**config.mk**
```make
export PLATFORM = sky130hd
export DESIGN_NAME = instr_encoder_loader
export DESIGN_NICKNAME = d
export VERILOG_FILES = /design/src/rtl/instr_encoder_loader.sv
export SDC_FILE = /design/constraint.sdc
export NUM_CORES = 1
export LEC_CHECK = 0
export ABC_AREA = 0
export CAP_MARGIN = 30
export CORE_MARGIN = 4
export CORE_UTILIZATION = 39
export CTS_BUF_LIST = sky130_fd_sc_hd__clkbuf_4 sky130_fd_sc_hd__clkbuf_8 sky130_fd_sc_hd__clkbuf_16
export DETAILED_ROUTE_END_ITERATION = 10
export GPL_ROUTABILITY_DRIVEN = 1
export GPL_TIMING_DRIVEN = 0
export MAX_ROUTING_LAYER = met4
export PLACE_DENSITY = 0.74
export SLEW_MARGIN = 20
export SYNTH_ARGS = -nofsm -noshare
export SYNTH_HDL_FRONTEND = slang
export SYNTH_SLANG_ARGS = --single-unit
```
**constraint.sdc**
```tcl
create_clock -name clk -period 2.5 [get_ports clk]
set_clock_uncertainty 0.15 [all_clocks]
set_input_delay 0.25 -clock clk [delete_from_list [all_inputs] [get_ports clk]]
set_output_delay 0.25 -clock clk [all_outputs]
set_load 0.01 [all_outputs]
```
**src/rtl/instr_encoder_loader.sv**
```systemverilog
// Encodes a mnemonic plus operand fields into a PA-RISC instruction word and writes it big-endian into byte-wide instruction RAM.
// Optional XOR checksum of completed words is built when ENC_CHECKSUM_EN is defined.
module instr_encoder_loader #(
  parameter int ADDR_W      = 8,
  parameter int DEPTH_WORDS = 64,
  localparam int CNT_W      = $clog2(DEPTH_WORDS + 1)
) (
  input  logic              clk,
  input  logic              reset,
  input  logic              restart,
  input  logic              in_valid,
  output logic              in_ready,
  input  logic [3:0]        in_mnem,
  input  logic [4:0]        in_r1,
  input  logic [4:0]        in_r2,
  input  logic [4:0]        in_t,
  input  logic [2:0]        in_cond,
  input  logic [10:0]       in_imm,
  input  logic [11:0]       in_disp,
  input  logic              in_n,
  output logic              mem_we,
  output logic [ADDR_W-1:0] mem_addr,
  output logic [7:0]        mem_din,
  output logic              busy,
  output logic              full,
  output logic [CNT_W-1:0]  word_count,
`ifdef ENC_CHECKSUM_EN
  output logic [31:0]       checksum,
`endif
  output logic              err_bad_op,
  output logic [31:0]       enc_word
);

  typedef enum logic [2:0] {IDLE, WR0, WR1, WR2, WR3} state_t;

  state_t              state_q, state_d;
  logic [ADDR_W-1:0]   ptr_q, ptr_d;
  logic [CNT_W-1:0]    cnt_q, cnt_d;
  logic [31:0]         enc_word_q, enc_word_d;
  logic                err_q, err_d;
  logic [31:0]         ck_q, ck_d;
  logic [31:0]         enc_new;
  logic                legal;
  logic [12:0]         disp_field;
  logic [10:0]         imm_field;

  // Displacement and immediate use the low-sign-extension bit order the decoder expects.
  always_comb begin
    disp_field = {in_disp[9:0], in_disp[10], in_n, in_disp[11]};
    imm_field  = {in_imm[9:0], in_imm[10]};
    legal      = 1'b1;
    enc_new    = 32'h0;
    case (in_mnem)
      4'd0:  enc_new = {6'b000010, in_r2, in_r1, in_cond, 1'b0, 6'b011000, 1'b0, in_t};
      4'd1:  enc_new = {6'b000010, in_r2, in_r1, in_cond, 1'b0, 6'b011100, 1'b0, in_t};
      4'd2:  enc_new = {6'b000010, in_r2, in_r1, in_cond, 1'b0, 6'b101000, 1'b0, in_t};
      4'd3:  enc_new = {6'b000010, in_r2, in_r1, in_cond, 1'b0, 6'b010000, 1'b0, in_t};
      4'd4:  enc_new = {6'b000010, in_r2, in_r1, in_cond, 1'b0, 6'b010100, 1'b0, in_t};
      4'd5:  enc_new = {6'b000010, in_r2, in_r1, in_cond, 1'b0, 6'b001001, 1'b0, in_t};
      4'd6:  enc_new = {6'b000010, in_r2, in_r1, in_cond, 1'b0, 6'b001010, 1'b0, in_t};
      4'd7:  enc_new = {6'b000010, in_r2, in_r1, in_cond, 1'b0, 6'b001000, 1'b0, in_t};
      4'd8:  enc_new = {6'b111010, in_t, 8'b0, disp_field};
      4'd9:  enc_new = {6'b100000, in_r2, in_r1, in_cond, disp_field};
      4'd10: enc_new = {6'b100010, in_r2, in_r1, in_cond, disp_field};
      4'd11: enc_new = {6'b101101, in_r2, in_t, in_cond, 2'b00, imm_field};
      4'd12: enc_new = {6'b100101, in_r2, in_t, in_cond, 2'b00, imm_field};
      4'd13: enc_new = 32'h0;
      default: legal = 1'b0;
    endcase
  end

  always_comb begin
    full     = (cnt_q == CNT_W'(DEPTH_WORDS));
    in_ready = (state_q == IDLE) && !full;
    busy     = (state_q != IDLE);
    mem_we   = busy;
    mem_addr = '0;
    mem_din  = 8'h0;
    case (state_q)
      WR0: begin mem_addr = ptr_q;               mem_din = enc_word_q[31:24]; end
      WR1: begin mem_addr = ptr_q + ADDR_W'(1);  mem_din = enc_word_q[23:16]; end
      WR2: begin mem_addr = ptr_q + ADDR_W'(2);  mem_din = enc_word_q[15:8];  end
      WR3: begin mem_addr = ptr_q + ADDR_W'(3);  mem_din = enc_word_q[7:0];   end
      default: ;
    endcase
  end

  // restart wins over any pending request and abandons a partially written word.
  always_comb begin
    state_d    = state_q;
    ptr_d      = ptr_q;
    cnt_d      = cnt_q;
    enc_word_d = enc_word_q;
    err_d      = 1'b0;
    ck_d       = ck_q;
    if (restart) begin
      state_d = IDLE;
      ptr_d   = '0;
      cnt_d   = '0;
      ck_d    = 32'h0;
    end else begin
      case (state_q)
        IDLE: if (in_valid && in_ready) begin
          if (legal) begin
            enc_word_d = enc_new;
            state_d    = WR0;
          end else begin
            err_d = 1'b1;
          end
        end
        WR0: state_d = WR1;
        WR1: state_d = WR2;
        WR2: state_d = WR3;
        WR3: begin
          state_d = IDLE;
          ptr_d   = ptr_q + ADDR_W'(4);
          cnt_d   = cnt_q + CNT_W'(1);
          ck_d    = ck_q ^ enc_word_q;
        end
        default: state_d = IDLE;
      endcase
    end
  end

  always_ff @(posedge clk) begin
    if (reset) begin
      state_q    <= IDLE;
      ptr_q      <= '0;
      cnt_q      <= '0;
      enc_word_q <= 32'h0;
      err_q      <= 1'b0;
      ck_q       <= 32'h0;
    end else begin
      state_q    <= state_d;
      ptr_q      <= ptr_d;
      cnt_q      <= cnt_d;
      enc_word_q <= enc_word_d;
      err_q      <= err_d;
      ck_q       <= ck_d;
    end
  end

  assign word_count = cnt_q;
  assign err_bad_op = err_q;
  assign enc_word   = enc_word_q;
`ifdef ENC_CHECKSUM_EN
  assign checksum   = ck_q;
`else
  logic unused_ck;
  assign unused_ck = ^ck_q;
`endif

endmodule

```
Word level (Yosys, flattened, before mapping)

Cells that the tools add are included.

Bits in registers: 51
Logic and storage cells: 52

Add/sub/neg operators: 5
Equality and inequality tests: 20
Muxes and demuxes: 8
Bitwise gates (word level): 3
Reductions and logical operators: 11

Operators with widths:

| kind                                                            | number |
|---|---|
| 32-bit case mux with 13 select lines                            | 1 |
| 8-bit case mux with 4 select lines                              | 2 |
| 4-bit == test, second input constant                            | 6 |
| 8-bit by 2-bit adder with 8-bit output, second input constant   | 2 |
| 4-bit by 3-bit == test with 1-bit output, second input constant | 4 |
| 14-bit OR reduction                                             | 1 |
| 3-bit case mux with 4 select lines                              | 1 |
| 8-bit by 1-bit adder with 8-bit output, second input constant   | 1 |
| 8-bit by 3-bit adder with 8-bit output, second input constant   | 1 |
| 4-bit by 2-bit == test with 1-bit output, second input constant | 2 |
| 7-bit by 1-bit adder with 7-bit output, second input constant   | 1 |
| 7-bit == test, second input constant                            | 1 |
| 3-bit by 2-bit == test with 1-bit output, second input constant | 2 |
| 3-bit 2-to-1 mux                                                | 2 |
| 4-bit by 1-bit == test with 1-bit output, second input constant | 1 |
| 4-bit zero test                                                 | 1 |
| 4-bit AND reduction                                             | 1 |
| 4-bit OR reduction                                              | 1 |
| 3-bit by 1-bit == test with 1-bit output, second input constant | 1 |
| 3-bit == test, second input constant                            | 1 |
| 3-bit zero test                                                 | 1 |
| 1-bit NOT                                                       | 3 |
| 3-bit nonzero test                                              | 1 |
| 1-bit logical AND                                               | 2 |
| 6 further kinds                                                 | 7 |

Depth between registers and ports, before layout

Gate-level depths: netlist of run 1.

Depth in word-level cells: 6
Depth in mapped cells: 8
Mapped depth without buffers: 6

Worst setup path before layout of run 1

Ideal clock, no wire load.

Path kind: register to register
From: register state_q[1]
To: register enc_word_q[29] (netlist: enc_word[29])
Data arrival time: 2.160 ns
Data required time: 2.279 ns
Path slack: 0.120 ns
Cell stages (with the launch flop): 8
Cell sequence: dfxtp_1 buf_6 or3_1 buf_2 a31o_4 or3_4 or4_1 a21oi_1

Longest elaborated chain between the ends: 4

Ends and longest elaborated chain:

| element                           | line    | text |
|---|---|---|
| start: declaration                | 36      | `state_t state_q, state_d;` |
| start signal: assignment          | 134     | `state_q <= state_d;` |
| 3-bit zero test (*)               | 74, 102 |  |
| 1-bit logical AND                 | 74      | `in_ready = (state_q == IDLE) && !full;` |
| 1-bit logical AND                 | 103     | `IDLE: if (in_valid && in_ready) begin` |
| 4-bit AND reduction (no line) (*) | --      |  |
| end signal: assignment            | 137     | `enc_word_q <= enc_word_d;` |
| end: declaration                  | 39      | `logic [31:0] enc_word_q, enc_word_d;` |

Every way passes the cells marked *; elsewhere a longest branch is shown, timed or not.
A chain may end at the register's enable or synchronous reset.

Worst setup path in the final report of run 1

From: register state_q[0]
To: output mem_din[3]

Longest elaborated chain between the ends: 2
Elaborated cells on any way between the ends: 5

Ends and longest elaborated chain:

| element                                     | line | text |
|---|---|---|
| 3-bit == test, or another cell as far along | 79   | `case (state_q)` |
| 8-bit case mux with 4 select lines (*)      | 79   |  |
| end: declaration                            | 23   | `output logic [7:0] mem_din,` |

Marked as above.

==> implementation parameters, run 1 <==
Parameter                              Value

GRT
  Number of antenna violations at the first check in global routing    0
  Global-route wire length before repair    15200 um
  Maximum number of pins on one net before global-route repair    15
  Global Route Usage Sum    0.232
  Number of global-route vias before repair    2994
  Congestion Overflow GR    0

Final layout
  Area growth from synthesis to layout    50.0%
  Filler instances    628
  Post-Route Utilization    0.598
  Final #Nets    498
  Ratio of cells with drive above 1 in the final layout    0.0740
  Antenna cells    0

Clocking
  Clock tree sinks    48
  CTS tree    built
  Number of clock buffers inserted by TritonCTS    5
  Worst skew pair latency    0.31 ns
  Max H-tree Level    2
  Root cell of the clock tree    sky130_fd_sc_hd__clkbuf_8
  Bufs on Longest Clock Path    2
  Clock Pin Slew Worst Setup and Hold Paths    0.08 ns

Synthesis
  Synth Register Bits    48
  Async S/R FF share, synth    0
  Average cell area after synthesis    8.14 sq um
  Number of synthesized flops with an enable pin    0
  Post-Synthesis Net Count    384
  Number of synthesis warnings    0
  Most used flip-flop cell after synthesis    sky130_fd_sc_hd__dfxtp_1
  Seq/Total Area, Yosys    0.357
  Total standard cell area after synthesis    0.00269 sq mm
  Number of instances in the synthesized netlist    331
  Unique masters post-synth    44

Critical path
  Worst-path fanout max    9
  Endpoint arrival time on the critical path    2.05 ns
  Startpoint type of the worst setup path    flip-flop
  WS Path Type    flip-flop to output port
  Worst endpoint required time    2.10 ns
  Element type at the critical path end    output port

Floorplanning
  Standard-cell rows    30
  Overall die width    91.1 um
  Die extent in y    91.1 um
  Placeable core region    0.00676 sq mm
  I/O pin total    110
  Initial Util    0.399
  Total Die Area    0.00830 sq mm

Drt
  Vias    3097
  Routed length per instance    18.3 um
  Detailed router's first-iteration violation count    310
  Antenna viol nets, final    0
  First-pass DRT Iterations    6
  Total DRC errors in the routed layout    0
  Vias/cell    5.89
  Wire length reported by the detailed router    9620 um

STA
  Final number of hold-violating endpoints    0
  Final worst path period share    0.980
  Worst Tran Pin Value    0.805 ns
  Max frequency    408 MHz
  Accumulated negative setup slack    0 ns
  Final worst path period need    2.45 ns
  Worst relative slew slack    0.462
  Total of endpoints with negative setup slack in the final report    0
  Count of final max-slew check failures    0

Place
  Count of buffers inserted at the top-level ports    108
  HPWL reported at the end of detailed placement    7390 um
  Gp weighted congestion    0.897

Pwr
  Maximum resistive drop on vdd    259 uV
  Power density relative to cell area    429 mW/mm^2
  Leakage power summed over all cells    1.41 nW

Outcome
  Run status    complete, no violations

Min path
  HP Class    input port to flip-flop

Job
  Total of max-cap violations    0
[sequential cells by signal, summed over array words and instances (netlist names)]
name	count
enc_word	31
word_count	7
ptr_q	6
state_q	3
err_bad_op	1
[logic make-up after synthesis]
family,count (synthesis),share of synthesized area
AO/OA/AOI/OAI,108,0.286
XOR/XNOR,13,0.0423
adder cells (fa/ha/maj),3,0.0139
buffers and inverters,37,0.0581
flip-flops,48,0.357
multiplexers,7,0.0260
AND/OR/NAND/NOR,115,0.217
[cell usage in the layout, fill, tap and decap left out, drive strengths merged, types with 2 or more instances in the layout]
cell | netlist | layout
nor2 | 32 | 32
o2bb2ai | 23 | 23
o22ai | 8 | 8
a21o | 3 | 3
clkdlybuf4s50 | 0 | 107
xor2 | 6 | 6
clkbuf | 23 | 28
nand2 | 20 | 20
nor4 | 3 | 3
dfxtp | 48 | 48
mux2i | 7 | 7
a221oi | 5 | 5
or3 | 4 | 4
xnor2 | 7 | 7
and4 | 3 | 3
nand2b | 7 | 7
a222oi | 5 | 5
o21ai | 10 | 10
nor2b | 10 | 10
a21oi | 29 | 29
and2 | 3 | 3
ha | 3 | 3
a22oi | 16 | 16
buf | 7 | 7
nand3 | 13 | 13
or2 | 2 | 2
inv | 7 | 7
a2111oi | 2 | 2
and3 | 8 | 8
nor3 | 5 | 5
nor3b | 2 | 2
[per-layer routing]
metal,global-route usage,vias to the layer above,part of all wire
li1,-,1453,-
met1,0.313,1442,0.44
met2,0.359,166,0.46
met3,0.0298,36,0.069
met4,0.0829,0,0.033
met5,-,-,0
[cells in the mapped netlist, types with 2 or more instances]
library cell                count  area share
sky130_fd_sc_hd__buf_4          2      0.0056
sky130_fd_sc_hd__a2111oi_0      2      0.0065
sky130_fd_sc_hd__buf_2          2      0.0037
sky130_fd_sc_hd__o22ai_1        8       0.019
sky130_fd_sc_hd__nand2_1       20       0.028
sky130_fd_sc_hd__or3_1          3      0.0070
sky130_fd_sc_hd__and4_1         3      0.0098
sky130_fd_sc_hd__xnor2_1        7       0.023
sky130_fd_sc_hd__or2_2          2      0.0046
sky130_fd_sc_hd__a21oi_1       29       0.054
sky130_fd_sc_hd__nor3b_1        2      0.0056
sky130_fd_sc_hd__o21ai_0       10       0.019
sky130_fd_sc_hd__o2bb2ai_1     23       0.075
sky130_fd_sc_hd__and2_1         3      0.0070
sky130_fd_sc_hd__dfxtp_1       48        0.36
sky130_fd_sc_hd__a222oi_1       5       0.019
sky130_fd_sc_hd__nor2_1        32       0.045
sky130_fd_sc_hd__a221oi_1       5       0.016
sky130_fd_sc_hd__xor2_1         6       0.020
sky130_fd_sc_hd__inv_1          7      0.0098
sky130_fd_sc_hd__ha_1           3       0.014
sky130_fd_sc_hd__mux2i_1        7       0.026
sky130_fd_sc_hd__nand3_1       13       0.024
sky130_fd_sc_hd__nor3_1         5      0.0093
sky130_fd_sc_hd__nor4_1         3      0.0070
sky130_fd_sc_hd__and3_1         8       0.019
sky130_fd_sc_hd__a22oi_1       16       0.045
sky130_fd_sc_hd__nand2b_1       7       0.016
sky130_fd_sc_hd__nor2b_1       10       0.023
sky130_fd_sc_hd__buf_1          2      0.0028
sky130_fd_sc_hd__a21o_1         3      0.0084
sky130_fd_sc_hd__clkbuf_1      23       0.032
[report_power, final]
part	internal (mW)	switching (mW)	leakage (nW)	total [mW]
Combinational	0.180	0.176	0.965	0.356
Sequential	0.784	0.0209	0.389	0.805
Clock	0.308	0.266	0.0586	0.574
[repair_timing]
item                                    4_1_cts  5_1_grt
endpoints found under the setup margin       31       25
hold buffers                                  0        0
pin swaps                                     1        1
cloned                                        0        0
buffers inserted                              0        0
gates resized for setup                      16       13
[stage by stage]
step                      power [mW]  std cells  setup slack (ns)  cell area [sq um]  hold WS, ns
after global placement          1.16        519            -0.283               3870        0.308
after detailed placement        1.17        519            -0.340               3870        0.312
after global routing            1.80        526         -0.000724               4040        0.323
after floorplan                0.978        331             0.120               2690        0.179
final                           1.73        526            0.0503               4040        0.291
after CTS                       1.73        526            0.0596               4020        0.277
[layout make-up]
class | count | area [sq um] | share of cell area
Timing Repair Buffer | 108 | 1080 | 0.267
Buffer | 29 | 146 | 0.0362
Clock buffer | 6 | 76.3 | 0.0189
Multi-Input combinational cell | 246 | 1610 | 0.400
Clock inverter | 2 | 35.0 | 0.00867
Sequential cell | 48 | 962 | 0.238
Inverter | 7 | 26.3 | 0.00650
Tap cell | 80 | 100 | 0.0248
[worst max-delay path, cell delays in order, from the launching register on]
cell	delay (ns)
sky130_fd_sc_hd__dfxtp_2	0.47
sky130_fd_sc_hd__nor2b_1	0.17
sky130_fd_sc_hd__clkbuf_4	0.21
sky130_fd_sc_hd__a22oi_1	0.10
sky130_fd_sc_hd__o22ai_1	0.22
sky130_fd_sc_hd__clkdlybuf4s50_1	0.59
[final timing paths]
check	startpoint	to	slack, ns	cells past startpoint
setup / recovery	state_q[0]	mem_din[3]	0.05	5
hold / removal	in_mnem[1]	err_bad_op	0.29	3
setup reg to reg	state_q[1]	enc_word[29]	0.06	7
hold reg to reg	enc_word[15]	enc_word[15]	0.32	2
Power figures use the tool's default switching activity.
==> run 2, diff against run 1 <==
- CORE_ASPECT_RATIO: unset -> 2
==> run 2 against run 1 <==
Register-to-register slack worse by 0.02 ns. Total power is 7.3% higher. Die area is 0.97% higher. Worst setup slack worse by 0.0069 ns. Non-clock buffer count is 1 higher.
==> implementation parameters, run 2 (synthesis gave the netlist of run 1 again) <==
Parameter                              Value

Outcome
  Run status    complete, no violations (unchanged)

Drt
  Antenna viol nets, final    0 (unchanged)
  Total DRC errors in the routed layout    0 (unchanged)
  Routed length per instance    18.7 um (was 18.3 um)
  First-pass DRT Iterations    5 (was 6)
  Vias/cell    5.57 (was 5.89)
  Detailed router's first-iteration violation count    288 (was 310)
  Wire length reported by the detailed router    10000 um (was 9620 um)
  Vias    2981 (was 3097)

Critical path
  Largest delay contributor family on the critical path    simple AND/OR/NAND/NOR gates (was buffers and inverters)
  Slack of the worst reg-to-reg path    0.04 ns (was 0.06 ns)
  Cells traversed along the worst timing path    buf_4, or3_1, buf_6, a31o_4, or3_4, or4_4, a21oi_2 (was nor2b_1, clkbuf_4, a22oi_1, o22ai_1, clkdlybuf4s50_1)
  Total buffers and inverters traversed by the critical path    2 (unchanged)
  Worst endpoint required time    2.57 ns (was 2.10 ns)
  WS Path Type    flip-flop to flip-flop (was flip-flop to output port)
  Critical Path Stages    7 (was 5)
  Slowest stage cell, crit path    sky130_fd_sc_hd__or4_4 (was sky130_fd_sc_hd__clkdlybuf4s50_1)
  Startpoint type of the worst setup path    flip-flop (unchanged)
  Element type at the critical path end    flip-flop (was output port)
  Endpoint arrival time on the critical path    2.52 ns (was 2.05 ns)
  Worst-path fanout max    9 (unchanged)
  Delay of the slowest cell on the worst path    0.54 ns (was 0.59 ns)
  Worst R2R Path Depth    7 (unchanged)
  Reg-to-reg startpoint    state_q[0] (was state_q[1])
  Worst R2R End    enc_word[29] (unchanged)

Place
  Setup slack at placement    -0.279 ns (was -0.340 ns)
  Dpl cell area    0.00388 sq mm (was 0.00387 sq mm)
  Gp weighted congestion    0.897 (about the same)
  HPWL reported at the end of detailed placement    7840 um (was 7390 um)
  Count of buffers inserted at the top-level ports    108 (unchanged)

Floorplanning
  Die extent in y    126 um (was 91.1 um)
  Standard-cell rows    42 (was 30)
  I/O pin total    110 (unchanged)
  Overall die width    66.8 um (was 91.1 um)
  Total Die Area    0.00838 sq mm (was 0.00830 sq mm)
  Initial Util    0.404 (was 0.399)
  Placeable core region    0.00667 sq mm (was 0.00676 sq mm)

Final layout
  Leading cell type in the layout, fill and taps excluded    sky130_fd_sc_hd__clkdlybuf4s50_1 (unchanged)
  Leading cell types in the layout, fill and taps excluded    sky130_fd_sc_hd__clkdlybuf4s50_1, sky130_fd_sc_hd__dfxtp_1, sky130_fd_sc_hd__nor2_1, sky130_fd_sc_hd__a21oi_1, sky130_fd_sc_hd__o2bb2ai_1 (unchanged)
  Final #Nets    499 (was 498)
  Ratio of cells with drive above 1 in the final layout    0.0694 (was 0.0740)
  Area growth from synthesis to layout    52.4% (was 50.0%)
  Post-Route Utilization    0.615 (was 0.598)
  Area of all placed cells without fillers    0.00411 sq mm (was 0.00404 sq mm)
  Filler instances    617 (was 628)
  Antenna cells    0 (unchanged)
  Flip-flop count of the largest register, all copies and words added    31 (unchanged)

GRT
  Global-route wire length before repair    15600 um (was 15200 um)
  Maximum number of pins on one net before global-route repair    14 (was 15)
  Global Route Usage Sum    0.247 (was 0.232)
  Congestion Overflow GR    0 (unchanged)
  Number of global-route vias before repair    3084 (was 2994)
  Number of antenna violations at the first check in global routing    0 (unchanged)

Clocking
  CTS tree    built (unchanged)
  Worst skew pair latency    0.28 ns (was 0.31 ns)
  Hold buffer count at cts    0 (unchanged)
  Clock tree sinks    48 (unchanged)
  Bufs on Longest Clock Path    2 (unchanged)
  Root cell of the clock tree    sky130_fd_sc_hd__clkbuf_16 (was sky130_fd_sc_hd__clkbuf_8)
  Max H-tree Level    2 (unchanged)
  Clock Pin Slew Worst Setup and Hold Paths    0.06 ns (was 0.08 ns)
  Number of clock buffers inserted by TritonCTS    5 (unchanged)

STA
  Count of final max-slew check failures    0 (unchanged)
  Max frequency    407 MHz (was 408 MHz)
  Final critical-path setup slack    0.0434 ns (was 0.0503 ns)
  Final worst path period need    2.46 ns (was 2.45 ns)
  Worst relative slew slack    0.397 (was 0.462)
  Worst Tran Pin Value    0.903 ns (was 0.805 ns)
  Total of endpoints with negative setup slack in the final report    0 (unchanged)
  Final number of hold-violating endpoints    0 (unchanged)
  Final worst path period share    0.983 (was 0.980)

Pwr
  Leakage power summed over all cells    1.47 nW (was 1.41 nW)
  Maximum resistive drop on vdd    402 uV (was 259 uV)
  Power density relative to cell area    453 mW/mm^2 (was 429 mW/mm^2)

Min path
  Start point of the worst hold path    in_mnem[1] (unchanged)
  Number of cells on the worst hold path    3 (unchanged)
  HP Class    input port to flip-flop (unchanged)
  Sink of the worst hold path    err_bad_op (unchanged)

Job
  Total of max-cap violations    0 (unchanged)
run 2: area by class of cell:
type	instances	area (sq um)	share of cell area
Tap cell	88	110	0.0268
Timing Repair Buffer	108	1090	0.265
Clock buffer	8	154	0.0375
Inverter	7	26.3	0.00640
Buffer	30	149	0.0363
Multi-Input combinational cell	246	1620	0.394
Sequential cell	48	961	0.234
run 2: worst max-delay path by stage:
stage                     from      endpoint  slack, ns
finish              state_q[0]  enc_word[29]       0.04
global route        in_mnem[2]   enc_word[1]     -0.006
CTS                 state_q[1]  enc_word[29]       0.01
floorplan           state_q[1]  enc_word[29]       0.12
global placement    in_mnem[2]   enc_word[2]      -0.27
detailed placement  in_mnem[2]   enc_word[1]      -0.28
run 2: repair_timing:
action	4_1_cts	5_1_grt
setup endpoints to repair	28	28
pin swaps	1	1
setup buffers	0	0
resized for setup	11	14
run 2: where the power goes:
part	internal, mW	total, mW	switching, mW
Clock	0.421	0.700	0.278
Sequential	0.785	0.804	0.0194
Combinational	0.181	0.358	0.177
Total	1.39	1.86	0.475
run 2: tightest hold or removal path, delay by kind of cell:
family | cells | cell delay, ns
buf+inv | 1 | 0.18
simple gates | 2 | 0.25
run 2: per-layer routing:
metal	vias to the layer above	global-route usage	wire length, um
li1	1447	-	-
met3	21	0.0332	475
met4	0	0.0838	204
met2	109	0.455	5690
met5	-	-	0
met1	1404	0.259	3630
run 2: metrics by stage:
| step | hold slack [ns] | setup TNS (ns) | std cells | power [mW] |
|---|---|---|---|---|
| global route | 0.339 | -0.0126 | 535 | 1.91 |
| detailed placement | 0.325 | -4.07 | 527 | 1.17 |
| floorplan | 0.179 | 0 | 331 | 0.978 |
| CTS | 0.289 | 0 | 535 | 1.86 |
| finish | 0.280 | 0 | 535 | 1.86 |
| global placement | 0.325 | -3.97 | 527 | 1.16 |
==> run 3, diff against run 2 <==
- CTS_CLUSTER_DIAMETER: unset -> 120
- CTS_CLUSTER_SIZE: unset -> 25
==> results of run 3 <==
The final DEF is identical to that of run 2; final timing and power are the same.
